$ cat src/rtl/async_sync_pkg.sv
// Shared constants and helpers for the multi-channel async input synchroniser.
// Optional edge-pulse outputs are enabled by defining ASYNC_SYNC_EDGE_EN.
package async_sync_pkg;

  localparam int STAGES_MIN        = 2;
  localparam int FILTER_CYCLES_MIN = 1;

  // Counter must be able to hold 0..FILTER_CYCLES-1.
  function automatic int cnt_w(input int filter_cycles);
    return $clog2(filter_cycles + 1);
  endfunction

endpackage

$ cat src/rtl/async_sync_chan.sv
// One channel: synchroniser chain, stability filter and registered clean level.
// With ASYNC_SYNC_EDGE_EN defined, also registered rise/fall pulses.
module async_sync_chan
  import async_sync_pkg::*;
#(
  parameter int   STAGES        = 2,
  parameter int   FILTER_CYCLES = 4,
  parameter logic RESET_BIT     = 1'b0
) (
  input  logic clock,
  input  logic reset,
  input  logic d_async_i,
  output logic d_sync_o
`ifdef ASYNC_SYNC_EDGE_EN
  ,
  output logic rise_o,
  output logic fall_o
`endif
);

  localparam int CNT_W = cnt_w(FILTER_CYCLES);
  localparam logic [CNT_W-1:0] CNT_LAST = CNT_W'(FILTER_CYCLES - 1);
  localparam logic [CNT_W-1:0] CNT_ONE  = CNT_W'(1);

  logic [STAGES-1:0] sync_q;
  logic [CNT_W-1:0]  cnt_q, cnt_d;
  logic              out_q, out_d;
  logic              upd;
  logic              sync_bit;

  assign sync_bit = sync_q[STAGES-1];

  always_ff @(posedge clock) begin
    if (reset) begin
      sync_q <= {STAGES{RESET_BIT}};
      cnt_q  <= '0;
      out_q  <= RESET_BIT;
    end else begin
      sync_q <= {sync_q[STAGES-2:0], d_async_i};
      cnt_q  <= cnt_d;
      out_q  <= out_d;
    end
  end

  // Any matching cycle clears the run, so short glitches never reach the output.
  always_comb begin
    cnt_d = '0;
    out_d = out_q;
    upd   = 1'b0;
    if (sync_bit != out_q) begin
      if (cnt_q == CNT_LAST) begin
        out_d = sync_bit;
        upd   = 1'b1;
      end else begin
        cnt_d = cnt_q + CNT_ONE;
      end
    end
  end

  assign d_sync_o = out_q;

`ifdef ASYNC_SYNC_EDGE_EN
  logic rise_q, fall_q;

  // Pulses come from the update decision, so they line up with the new level.
  always_ff @(posedge clock) begin
    if (reset) begin
      rise_q <= 1'b0;
      fall_q <= 1'b0;
    end else begin
      rise_q <= upd & sync_bit;
      fall_q <= upd & ~sync_bit;
    end
  end

  assign rise_o = rise_q;
  assign fall_o = fall_q;
`endif

endmodule

$ cat src/rtl/async_input_sync.sv
// Multi-channel asynchronous input synchroniser with glitch filter.
// Define ASYNC_SYNC_EDGE_EN to add the data_rise/data_fall pulse outputs.
module async_input_sync
  import async_sync_pkg::*;
#(
  parameter int                  CHANNELS      = 8,
  parameter int                  STAGES        = 2,
  parameter int                  FILTER_CYCLES = 4,
  parameter logic [CHANNELS-1:0] RESET_VAL     = '0
) (
  input  logic                clock,
  input  logic                reset,
  input  logic [CHANNELS-1:0] data_async,
  output logic [CHANNELS-1:0] data_sync
`ifdef ASYNC_SYNC_EDGE_EN
  ,
  output logic [CHANNELS-1:0] data_rise,
  output logic [CHANNELS-1:0] data_fall
`endif
);

  if (CHANNELS < 1) begin : g_err_channels
    $error("async_input_sync: CHANNELS must be >= 1");
  end
  if (STAGES < STAGES_MIN) begin : g_err_stages
    $error("async_input_sync: STAGES must be >= 2");
  end
  if (FILTER_CYCLES < FILTER_CYCLES_MIN) begin : g_err_filter
    $error("async_input_sync: FILTER_CYCLES must be >= 1");
  end

  for (genvar i = 0; i < CHANNELS; i++) begin : g_chan
    async_sync_chan #(
      .STAGES        (STAGES),
      .FILTER_CYCLES (FILTER_CYCLES),
      .RESET_BIT     (RESET_VAL[i])
    ) u_chan (
      .clock     (clock),
      .reset     (reset),
      .d_async_i (data_async[i]),
      .d_sync_o  (data_sync[i])
`ifdef ASYNC_SYNC_EDGE_EN
      ,
      .rise_o    (data_rise[i]),
      .fall_o    (data_fall[i])
`endif
    );
  end

endmodule

$ cat config.mk
export PLATFORM = sky130hd
export DESIGN_NAME = async_input_sync
export DESIGN_NICKNAME = d
export VERILOG_FILES = /design/src/rtl/async_sync_pkg.sv /design/src/rtl/async_sync_chan.sv /design/src/rtl/async_input_sync.sv
export SDC_FILE = /design/constraint.sdc
export NUM_CORES = 1
export LEC_CHECK = 0
export ABC_AREA = 0
export BUFFER_PORTS_ARGS = -buffer_cell sky130_fd_sc_hd__buf_4
export CORE_MARGIN = 2
export CORE_UTILIZATION = 50
export CTS_BUF_LIST = sky130_fd_sc_hd__clkbuf_4 sky130_fd_sc_hd__clkbuf_8 sky130_fd_sc_hd__clkbuf_16
export DETAILED_ROUTE_END_ITERATION = 10
export HOLD_SLACK_MARGIN = 0.03
export PLACE_DENSITY = 0.7
export SYNTH_ARGS = -nofsm -noshare
export SYNTH_HDL_FRONTEND = slang
export SYNTH_HIERARCHICAL = 1
export SYNTH_SLANG_ARGS = --single-unit
$ cat constraint.sdc
create_clock -name clock -period 1.58 [get_ports clock]
set_clock_uncertainty 0.1 [all_clocks]
set_input_delay 0.079 -clock clock [delete_from_list [all_inputs] [get_ports clock]]
set_output_delay 0.079 -clock clock [all_outputs]
set_load 0.01 [all_outputs]
==> key figures, run 1 <==
Synthesis
  – Synth top area cells: dfxtp_1 (57%), ha_1 (12%), nor4b_2 (7.1%)
  – Seq/Total Area, Yosys: between 50% and 60%
  – Avg Cell Area, Syn: approximately 12 µm²
  – Warnings from Yosys: 6
  – Post-synth top area share: between 50% and 60%
  – Mapped Area: roughly 1700 µm²
  – Count of cell types in the netlist: 9
  – Syn nets: ~160
  – Area leader, netlist: dfxtp_1
  – Yosys reg bits: between 40 and 50
  – Post-Synthesis Cells: ~140

Status
  – Status: completed

GRT
  – Total grt overflow: 0
  – Vias in the first global route: between 1000 and 1500
  – Largest net degree at the start of global routing: 49
  – First-pass GRT wire length: between 4000 and 5000 µm
  – Initial antenna violation count: 0
  – Total GRT Usage: between 10% and 20%

Place
  – Post-Place Cells: 199
  – Input/output buffers: 17
  – Place WS: 0.277 ns
  – Detailed Place HPWL: about 1600 µm
  – RePlAce Congestion: ~0.60

Clock tree
  – Worst-skew pair later-pin latency: 0.36 ns
  – CTS tree: done
  – # Post-CTS Setup Buffers: 0
  – H-tree levels: 2
  – Root Driver: clkbuf_4
  – CTS Buffer Depth: 2
  – CTS sink cnt: 48
  – Reg clk slew, reported paths: between 0.1 and 0.15 ns
  – Clock buffer count from CTS: 5

STA
  – Final count of hold timing violations: 0
  – RSZ-0062 raised after global routing: false
  – F_max: ~0.76 GHz
  – Slew Limit Fails: 0
  – Tightest hold margin: just over 0.06 ns
  – Tmin final: 1.32 ns
  – # setup viols final: 0
  – Rel. slew slack: approximately two thirds
  – Worst-Margin Slew: 0.506 ns
  – Post-layout worst setup margin: 0.263 ns
  – Period utilization: between 80% and 90%
  – Setup TNS: 0 ns

Routing
  – Routed len/inst: 10.8 µm
  – Post-route antenna net violation count: 0
  – Initial DRC count: 45
  – DRT Wirelength: 2320 µm
  – Via count: 1048
  – Vias per inst: between 4 and 5
  – DRC: 0
  – First-pass detailed-route iteration total: 2

Cells and area
  – Most common cell after layout, fill and taps aside: dfxtp_1
  – Antenna Cells: 0
  – Commonest non-fill, non-tap cells in the layout: dfxtp_1 (48), buf_4 (17), nor2b_1 (16), nor4_1 (16), ha_1 (16)
  – Fillcell total: about 270
  – Final nets: 194
  – Area Growth Syn to Fin: 20.7%
  – Layout cells sized above 1: around 20%
  – Non-Filler Instances: 215

Power and ir drop
  – Cell Pwr Density: between 1000 and 1500 nW/µm²
  – IR drop worst, VDD: between 0.0008 and 0.0009 V
  – Leak: between 0.7 and 0.8 nW

Die
  – Die H: a little over 60 µm
  – Die X: 62.2 µm
  – Starting Density: about half
  – Row count: 21
  – Die footprint: a little under 4000 µm²
  – I/O pins: 18
  – Core box area: 3280 µm²

Setup path
  – Critical path class: register to register
  – Startpoint types: register
  – Max FO, Critical Path: 4
  – Worst R2R Setup Slack: around 0.26 ns
  – CP arrival: around 1.5 ns
  – CP Capture Type: register
  – WP data required: between 1.5 and 2 ns

Hold path
  – Worst min path class: primary input to register

Run
  – Max-cap violations: 0
area by class of cell:
type,count,area (µm²),area share [%]
clock inverter,3,47.5,2.33
multi-input combinational,80,701,34.3
sequential,48,961,47.1
timing repair buffer,25,208,10.2
tap,46,57.6,2.82
inverter,8,30.0,1.47
clock buffer,5,37.5,1.84
sequential cells by signal, summed over array words and instances (netlist names):
signal	cells
g_chan.u_chan/cnt_q	24
g_chan.u_chan/d_sync_o	8
g_chan.u_chan/sync_q	16
power breakdown:
group          internal, mW  switching [mW]  leakage (nW)
sequential             1.24          0.0101         0.391
clock                 0.338           0.382        0.0454
combinational        0.0478          0.0379         0.346
total                  1.62           0.430         0.782
logic make-up (layout without fill, tap and decap cells):
kind of cell | count (synthesis) | count (layout) | synth area share [%]
and+or+nand+nor | 48 | 48 | 20.7
DFF | 48 | 48 | 56.8
muxes | 8 | 8 | 4.73
xor gates and xnor gates | 8 | 8 | 4.14
adders and majority gates | 16 | 16 | 11.8
buffers and inverters | 8 | 41 | 1.78
critical path: stages (launching register included):
cell and delay (ns):
dfxtp_1 0.35, ha_1 0.20, ha_1 0.24, nor4_1 0.33
synth_stat cells:
library cell	instances
nor4_1	16
dfxtp_1	48
ha_1	16
xnor2_1	8
mux2i_1	8
inv_1	8
nor2_1	8
nor4b_2	8
nor2b_1	16
worst paths after layout:
path,depth (start not counted),to,startpoint
setup / recovery,3,g_chan[5].u_chan/cnt_q[0],g_chan[5].u_chan/cnt_q[0]
hold / removal,2,g_chan[0].u_chan/d_sync_o,reset
setup reg to reg,3,g_chan[5].u_chan/cnt_q[0],g_chan[5].u_chan/cnt_q[0]
hold reg to reg,1,g_chan[7].u_chan/cnt_q[0],g_chan[7].u_chan/cnt_q[0]
layer usage:
metal	track usage, %	share of wire, %	vias up
met5	0	0	-
met4	7.50	2.5	0
met3	5.07	4.6	4
met2	26.8	52	17
met1	12.8	41	481
li1	-	-	546
repair_timing:
item	4_1_cts	5_1_grt
hold buffers	8	0
endpoints found under the hold margin	8	0
gates resized for setup	0	0
per-stage QoR:
step	util (%)	instance area (µm²)	total power, mW
after detailed placement	57.1	1880	1.34
final	62.2	2040	2.05
after CTS	62.2	2040	2.08
after global placement	57.1	1880	1.34
after floorplan	-	1690	1.30
after global routing	62.2	2040	2.15
Note: power is estimated with default switching activity, not from simulation.
==> inputs of run 2 (changes only) <==
==> constraint.sdc (replaced) <==
create_clock -name clock -period 1.35 [get_ports clock]
set_clock_uncertainty 0.1 [all_clocks]
set_input_delay 0.0675 -clock clock [delete_from_list [all_inputs] [get_ports clock]]
set_output_delay 0.0675 -clock clock [all_outputs]
set_load 0.01 [all_outputs]
==> run 2 against run 1 <==
  * First-iteration DRC count shrank 13%
  * Worst setup slack lost 0.22 ns
  * Clock power grew 17%
  * Global-route usage is the same
  * Die area is the same
  * Flip-flop and latch count is the same
  * Combinational power grew 19%
  * Worst hold slack lost 0.0076 ns
  * Sequential power grew 17%
  * Critical endpoint is now g_chan[2].u_chan/cnt_q[2]
==> key figures, run 2 (synthesized netlist as in run 1, its figures left out) <==
Clock tree
  – CTS tree: done
  – Worst-skew pair later-pin latency: 0.36 ns (about the same)
  – Clock buffer count from CTS: 5 (unchanged)
  – Root Driver: clkbuf_4
  – Reg clk slew, reported paths: 0.13 ns (about the same)
  – H-tree levels: 2 (unchanged)
  – CTS Buffer Depth: 2 (unchanged)
  – CTS sink cnt: 48 (unchanged)

Die
  – Die footprint: 3860 µm² (unchanged)
  – Die H: 62.2 µm (unchanged)
  – Core box area: 3280 µm² (unchanged)
  – Row count: 21 (unchanged)
  – I/O pins: 18 (unchanged)
  – Starting Density: 51.5% (unchanged)
  – Die X: 62.2 µm (unchanged)

STA
  – RSZ-0062 raised after global routing: true
  – Final count of hold timing violations: 0 (unchanged)
  – # setup viols final: 0 (unchanged)
  – Setup TNS: 0 ns (unchanged)
  – Slew Limit Fails: 0 (unchanged)
  – F_max: 0.765 GHz (+0.70%)
  – Tmin final: 1.31 ns (-0.00916 ns)
  – Worst-Margin Slew: 0.518 ns (+0.0123 ns)
  – Rel. slew slack: 65.5% (-0.82 points)
  – Tightest hold margin: 0.0529 ns (-0.00763 ns)
  – Period utilization: 96.9% (+14 points)

Routing
  – Via count: 1045 (-0.29%)
  – DRT Wirelength: 2370 µm (+2.0%)
  – Initial DRC count: 39 (-13%)
  – Post-route antenna net violation count: 0 (unchanged)
  – Routed len/inst: 11.0 µm (+2.0%)
  – DRC: 0 (unchanged)
  – Vias per inst: 4.86 (-0.29%)
  – First-pass detailed-route iteration total: 2 (unchanged)

Cells and area
  – Multi-input logic area: 727 µm² (+3.7%)
  – Most flops, register: g_chan.u_chan/cnt_q
  – Register area: 962 µm² (+0.13%)
  – Layout cells sized above 1: 23.7% (+4.1 points)
  – Max reg flops: 24 (unchanged)
  – Antenna Cells: 0 (unchanged)
  – Most common cell after layout, fill and taps aside: dfxtp_1
  – Final nets: 194 (unchanged)
  – Area Growth Syn to Fin: 22.3%
  – Commonest non-fill, non-tap cells in the layout: dfxtp_1 (47), buf_4 (17), nor2b_1 (16)
  – Fillcell total: 265 (-1.5%)

Power and ir drop
  – Pwr Total: 2.40 mW (+17%)
  – IR drop worst, VDD: 0.000978 V (+18%)
  – Cell Pwr Density: 1160 nW/µm² (+16%)
  – Leak: 0.781 nW (-0.19%)

Place
  – RePlAce Congestion: 0.600 (unchanged)
  – Input/output buffers: 17 (unchanged)
  – Detailed Place HPWL: 1590 µm (unchanged)

Setup path
  – Crit-path max cell delay: 0.35 ns (about the same)
  – CP Capture Type: register
  – Startpoint types: register
  – WP data required: 1.51 ns (-0.24 ns)
  – Critical path class: register to register
  – Crit-path cells: ha_1 > ha_1 > nor4_1
  – Slowest cell on crit path: dfxtp_1
  – Buffer and inverter count on the worst path: 0 (unchanged)
  – Max FO, Critical Path: 2 (-2)
  – Crit-path most repeated cell: ha_1
  – CP arrival: 1.47 ns (about the same)
  – CP delay by family, top: adder cells

Run
  – Max-cap violations: 0 (unchanged)

GRT
  – Vias in the first global route: 1105 (unchanged)
  – Initial antenna violation count: 0 (unchanged)
  – Total GRT Usage: 14.0% (unchanged)
  – First-pass GRT wire length: 4250 µm (unchanged)
  – Grt met3 use: 5.07% (unchanged)
  – Met1 Usage GRT: 12.8% (unchanged)
  – Total grt overflow: 0 (unchanged)
  – Gr busiest metal: met2
  – Largest net degree at the start of global routing: 49 (unchanged)
  – Met2 GRT Util: 26.8% (unchanged)

Status
  – Status: completed

Hold path
  – Worst min path class: primary input to register
[run 2: changes by cell type in the layout (fill, tap and decap cells not counted)]
| cell | delta |
|---|---|
| dfxtp_2 | +1 |
| ha_1 | -3 |
| nor4_2 | +3 |
| ha_2 | +3 |
| nor4_1 | -3 |
| dfxtp_1 | -1 |
[run 2: per-layer routing]
| layer | up-vias | wire (µm) | part of all wire [%] |
|---|---|---|---|
| met1 | 481 | 964 | 41 |
| met4 | 0 | 57 | 2.4 |
| met5 | - | 0 | 0 |
| met3 | 4 | 105 | 4.4 |
| li1 | 545 | - | - |
| met2 | 15 | 1240 | 52 |
[run 2: report_power, final]
group	internal (mW)	total, mW	switching (mW)	leakage (nW)
combinational	0.0564	0.102	0.0457	0.344
clock	0.396	0.842	0.446	0.0454
sequential	1.45	1.46	0.0122	0.391
[run 2: final timing paths]
check / start / end / slack, ns / depth (start not counted)
setup / recovery: g_chan[2].u_chan/cnt_q[0] / g_chan[2].u_chan/cnt_q[2] / 0.04 / 3
hold reg to reg: g_chan[7].u_chan/cnt_q[0] / g_chan[7].u_chan/cnt_q[0] / 0.34 / 1
setup reg to reg: g_chan[2].u_chan/cnt_q[0] / g_chan[2].u_chan/cnt_q[2] / 0.04 / 3
hold / removal: reset / g_chan[0].u_chan/d_sync_o / 0.05 / 2
[run 2: cell type report]
| cell class | instances | share of cell area [%] |
|---|---|---|
| well taps | 46 | 2.78 |
| clock inverters | 3 | 2.30 |
| inverters | 8 | 1.45 |
| repair buffers | 25 | 10.0 |
| flip-flops and latches | 48 | 46.5 |
| clock buffers | 5 | 1.81 |
| multi-input cells | 80 | 35.1 |
[run 2: timing repair]
action                                  CTS  global route
buffers inserted                          0             0
resized for setup                         0             7
hold buffers                              8             0
endpoints found under the setup margin    0             7
endpoints found under the hold margin     8             0
[run 2: metrics by stage]
stage	setup slack (ns)	cell area, µm²	utilization (%)	instances
after floorplan	0.197	1690	-	136
final	0.0424	2070	63.0	215
after global placement	0.176	1880	57.1	199
after global routing	0.00116	2070	63.0	215
after CTS	0.0234	2040	62.2	215
after detailed placement	0.0469	1880	57.1	199
==> inputs of run 3 (changes only) <==
--- a/config.mk
+++ b/config.mk
@@ -5,14 +5,15 @@
 export SDC_FILE = /design/constraint.sdc
 export NUM_CORES = 1
 export LEC_CHECK = 0
-export ABC_AREA = 0
+export ABC_AREA = 1
 export BUFFER_PORTS_ARGS = -buffer_cell sky130_fd_sc_hd__buf_4
 export CORE_MARGIN = 2
 export CORE_UTILIZATION = 50
 export CTS_BUF_LIST = sky130_fd_sc_hd__clkbuf_4 sky130_fd_sc_hd__clkbuf_8 sky130_fd_sc_hd__clkbuf_16
 export DETAILED_ROUTE_END_ITERATION = 10
+export GPL_TIMING_DRIVEN = 0
 export HOLD_SLACK_MARGIN = 0.03
-export PLACE_DENSITY = 0.7
+export PLACE_DENSITY = 0.69
 export SYNTH_ARGS = -nofsm -noshare
 export SYNTH_HDL_FRONTEND = slang
 export SYNTH_HIERARCHICAL = 1
==> run 3 against run 2 <==
  * Fmax is 6.4% higher
  * Sequential share of layout area fell by 3.6 points
  * Synthesized cell count increased by 59%
  * Global-route usage rose by 1.1 points
  * First-iteration DRC count is 15% lower
  * Clock-buffer cell count is the same
  * Register-to-register slack improved by 0.08 ns
  * Combinational power up 31%
  * Largest cell class unchanged
==> key figures, run 3 <==
Status
  – Status: completed

Setup path
  – Crit-path most repeated cell: ha_1
  – Depth of the worst register-to-register path: 5 (+2)
  – Worst setup path end: g_chan[2].u_chan/cnt_q[0]
  – Max FO, Critical Path: 3 (+1)
  – CP delay by family, top: adder cells
  – Setup crit start: g_chan[2].u_chan/cnt_q[0]
  – Crit-path cells: ha_1 > ha_1 > nor2_2 > nand3_2 > nor2_1
  – CP Capture Type: register
  – Crit-path max cell delay: 0.34 ns (about the same)
  – CP arrival: 1.41 ns (-0.06 ns)
  – Startpoint types: register
  – Slowest cell on crit path: dfxtp_1
  – WP data required: 1.53 ns (+0.02 ns)
  – Critical path class: register to register
  – RR Endpoint: g_chan[2].u_chan/cnt_q[0]
  – Worst R2R Setup Slack: 0.12 ns (+0.08 ns)
  – Buffer and inverter count on the worst path: 0 (unchanged)
  – Cell count along the critical path: 5 (+2)
  – Crit Reg-Reg Startpoint: g_chan[2].u_chan/cnt_q[0]

STA
  – Period utilization: 91.0% (-5.9 points)
  – Setup TNS: 0 ns (unchanged)
  – Rel. slew slack: 75.7% (+10 points)
  – Worst-Margin Slew: 0.363 ns (-0.155 ns)
  – F_max: 0.814 GHz (+6.4%)
  – # setup viols final: 0 (unchanged)
  – Slew Limit Fails: 0 (unchanged)
  – Tmin final: 1.23 ns (-0.0790 ns)
  – RSZ-0062 raised after global routing: false
  – Final count of hold timing violations: 0 (unchanged)

Clock tree
  – H-tree levels: 2 (unchanged)
  – Root Driver: clkbuf_4
  – Clock buffer count from CTS: 5 (unchanged)
  – Worst-skew pair later-pin latency: 0.35 ns (about the same)
  – CTS Buffer Depth: 2 (unchanged)
  – CTS sink cnt: 48 (unchanged)
  – Reg clk slew, reported paths: 0.13 ns (about the same)
  – CTS tree: done

Place
  – Detailed Place HPWL: 1540 µm (-3.0%)
  – RePlAce Congestion: 0.670 (+12%)
  – Placed cell area: 2000 µm² (+6.4%)
  – Post-Place Cells: 279 (+40%)
  – Input/output buffers: 17 (unchanged)

GRT
  – Initial antenna violation count: 0 (unchanged)
  – First-pass GRT wire length: 4800 µm (+13%)
  – Vias in the first global route: 1233 (+12%)
  – Total grt overflow: 0 (unchanged)
  – Total GRT Usage: 15.1% (+1.1 points)
  – Largest net degree at the start of global routing: 20 (-59%)

Synthesis
  – Asr flop ratio synth: 0% (unchanged)
  – Post-Synthesis Cells: 216 (+59%)
  – Synth top area cells: dfxtp_1 (53%), inv_1 (12%), nor2_1 (12%)
  – Yosys reg bits: 48 (unchanged)
  – Count of cell types in the netlist: 8 (-1)
  – Syn nets: 242 (+49%)
  – Seq/Total Area, Yosys: 53.0% (-3.8 points)
  – Synth Flop Type: dfxtp_1
  – Post-synth top area share: 53.0% (-3.8 points)
  – Warnings from Yosys: 6 (unchanged)
  – Number of flops mapped to enable cells by yosys: 0 (unchanged)
  – Avg Cell Area, Syn: 8.39 µm² (-33%)
  – Top cells by count, synth: inv_1 (56), nor2_1 (56), dfxtp_1 (48)
  – Mapped Area: 1810 µm² (+7.1%)
  – Area leader, netlist: dfxtp_1

Routing
  – Vias per inst: 4.23 (-13%)
  – First-pass detailed-route iteration total: 4 (+2)
  – Initial DRC count: 33 (-15%)
  – DRC: 0 (unchanged)
  – Post-route antenna net violation count: 0 (unchanged)
  – Routed len/inst: 8.24 µm (-25%)
  – Via count: 1291 (+24%)
  – DRT Wirelength: 2510 µm (+6.2%)

Power and ir drop
  – Switching share of power: 22.4% (+1.4 points)
  – Clock Power Share: 27.7% (-7.3 points)
  – Combinational power share: 6.1% (+1.9 points)
  – Leak: 1.02 nW (+31%)
  – Sw Pwr: 494 µW (-1.9%)
  – P_int: 1.71 mW (-9.9%)
  – IR drop worst, VDD: 0.000610 V (-38%)
  – Sequential power share: 66.2% (+5.5 points)
  – Cell Pwr Density: 985 nW/µm² (-15%)
  – Pwr Total: 2.21 mW (-8.2%)

Die
  – Row count: 21 (unchanged)
  – Die H: 64.2 µm (+3.3%)
  – Core box area: 3420 µm² (+4.0%)
  – I/O pins: 18 (unchanged)
  – Die footprint: 4120 µm² (+6.6%)
  – Die X: 64.2 µm (+3.3%)
  – Starting Density: 53.0% (+1.5 points)

Cells and area
  – Max reg flops: 24 (unchanged)
  – Design Area, Final: 2240 µm² (+8.2%)
  – Antenna Cells: 0 (unchanged)
  – Non-Filler Instances: 305 (+42%)
  – Fillcell total: 302 (+14%)
  – Area Growth Syn to Fin: 23.6%
  – Layout cells sized above 1: 15.8% (-7.8 points)
  – Most flops, register: g_chan.u_chan/cnt_q
  – Final nets: 285 (+47%)
  – Final Util: 65.6% (+2.6 points)
  – Commonest non-fill, non-tap cells in the layout: inv_1 (56), nor2_1 (56), dfxtp_1 (48)

Run
  – Max-cap violations: 0 (unchanged)

Hold path
  – Worst min path class: primary input to register
  – Hold depth: 4 (+2)
[run 3: metal layers]
| layer | wire length [µm] | vias to the layer above | GRT usage (%) |
|---|---|---|---|
| met4 | 51 | 0 | 8.78 |
| li1 | - | 714 | - |
| met3 | 91 | 5 | 3.17 |
| met2 | 1100 | 18 | 26.0 |
| met1 | 1270 | 554 | 17.2 |
| met5 | 0 | - | 0 |
[run 3: cell families (layout without fill, tap and decap cells)]
family / count (synthesis) / count (layout) / synth area share, %
adder cells (fa/ha/maj): 16 / 16 / 11.0
buffers and inverters: 56 / 99 / 11.6
flip-flops: 48 / 48 / 53.0
AND/OR/NAND/NOR: 96 / 96 / 24.3
[run 3: repair_timing]
action,4_1_cts,5_1_grt
buffers inserted,0,0
setup endpoints to repair,0,1
hold buffers,19,0
gates resized for setup,0,1
endpoints found under the hold margin,16,0
[run 3: stage by stage]
stage	hold WS [ns]	setup slack, ns
after floorplan	0.0387	0.236
after global placement	0.166	0.171
after global routing	0.0854	0.0299
after detailed placement	0.175	0.137
final	0.0747	0.121
after CTS	0.0604	0.109
[run 3: how the worst min path moves through the flow]
stage | to | slack (ns) | start
finish | g_chan[7].u_chan/cnt_q[1] | 0.07 | reset
detailed placement | g_chan[0].u_chan/sync_q[0] | 0.17 | data_async[0]
floorplan | g_chan[0].u_chan/sync_q[0] | 0.04 | reset
global route | g_chan[1].u_chan/cnt_q[2] | 0.09 | reset
global placement | g_chan[5].u_chan/sync_q[0] | 0.17 | data_async[5]
CTS | g_chan[7].u_chan/cnt_q[1] | 0.06 | reset
[run 3: power by group through the flow]
stage               Combinational, mW  Clock (mW)  Sequential [mW]
CTS                             0.135       0.649             1.46
global placement               0.0874           0             1.49
floorplan                      0.0480           0             1.49
detailed placement             0.0894           0             1.49
finish                          0.134       0.612             1.46
global route                    0.154       0.702             1.47
[run 3: cell type report]
class | instances | area (µm²) | area share, %
sequential | 48 | 961 | 42.9
clock inverter | 2 | 12.5 | 0.559
clock buffer | 5 | 37.5 | 1.68
multi-input combinational | 112 | 643 | 28.7
tap | 46 | 57.6 | 2.57
inverter | 56 | 210 | 9.39
timing repair buffer | 36 | 318 | 14.2
[run 3: worst min-delay path, delay by kind of cell]
kind / cells / cell delay (ns)
buffers and inverters: 1 / 0.25
and+or+nand+nor: 3 / 0.18
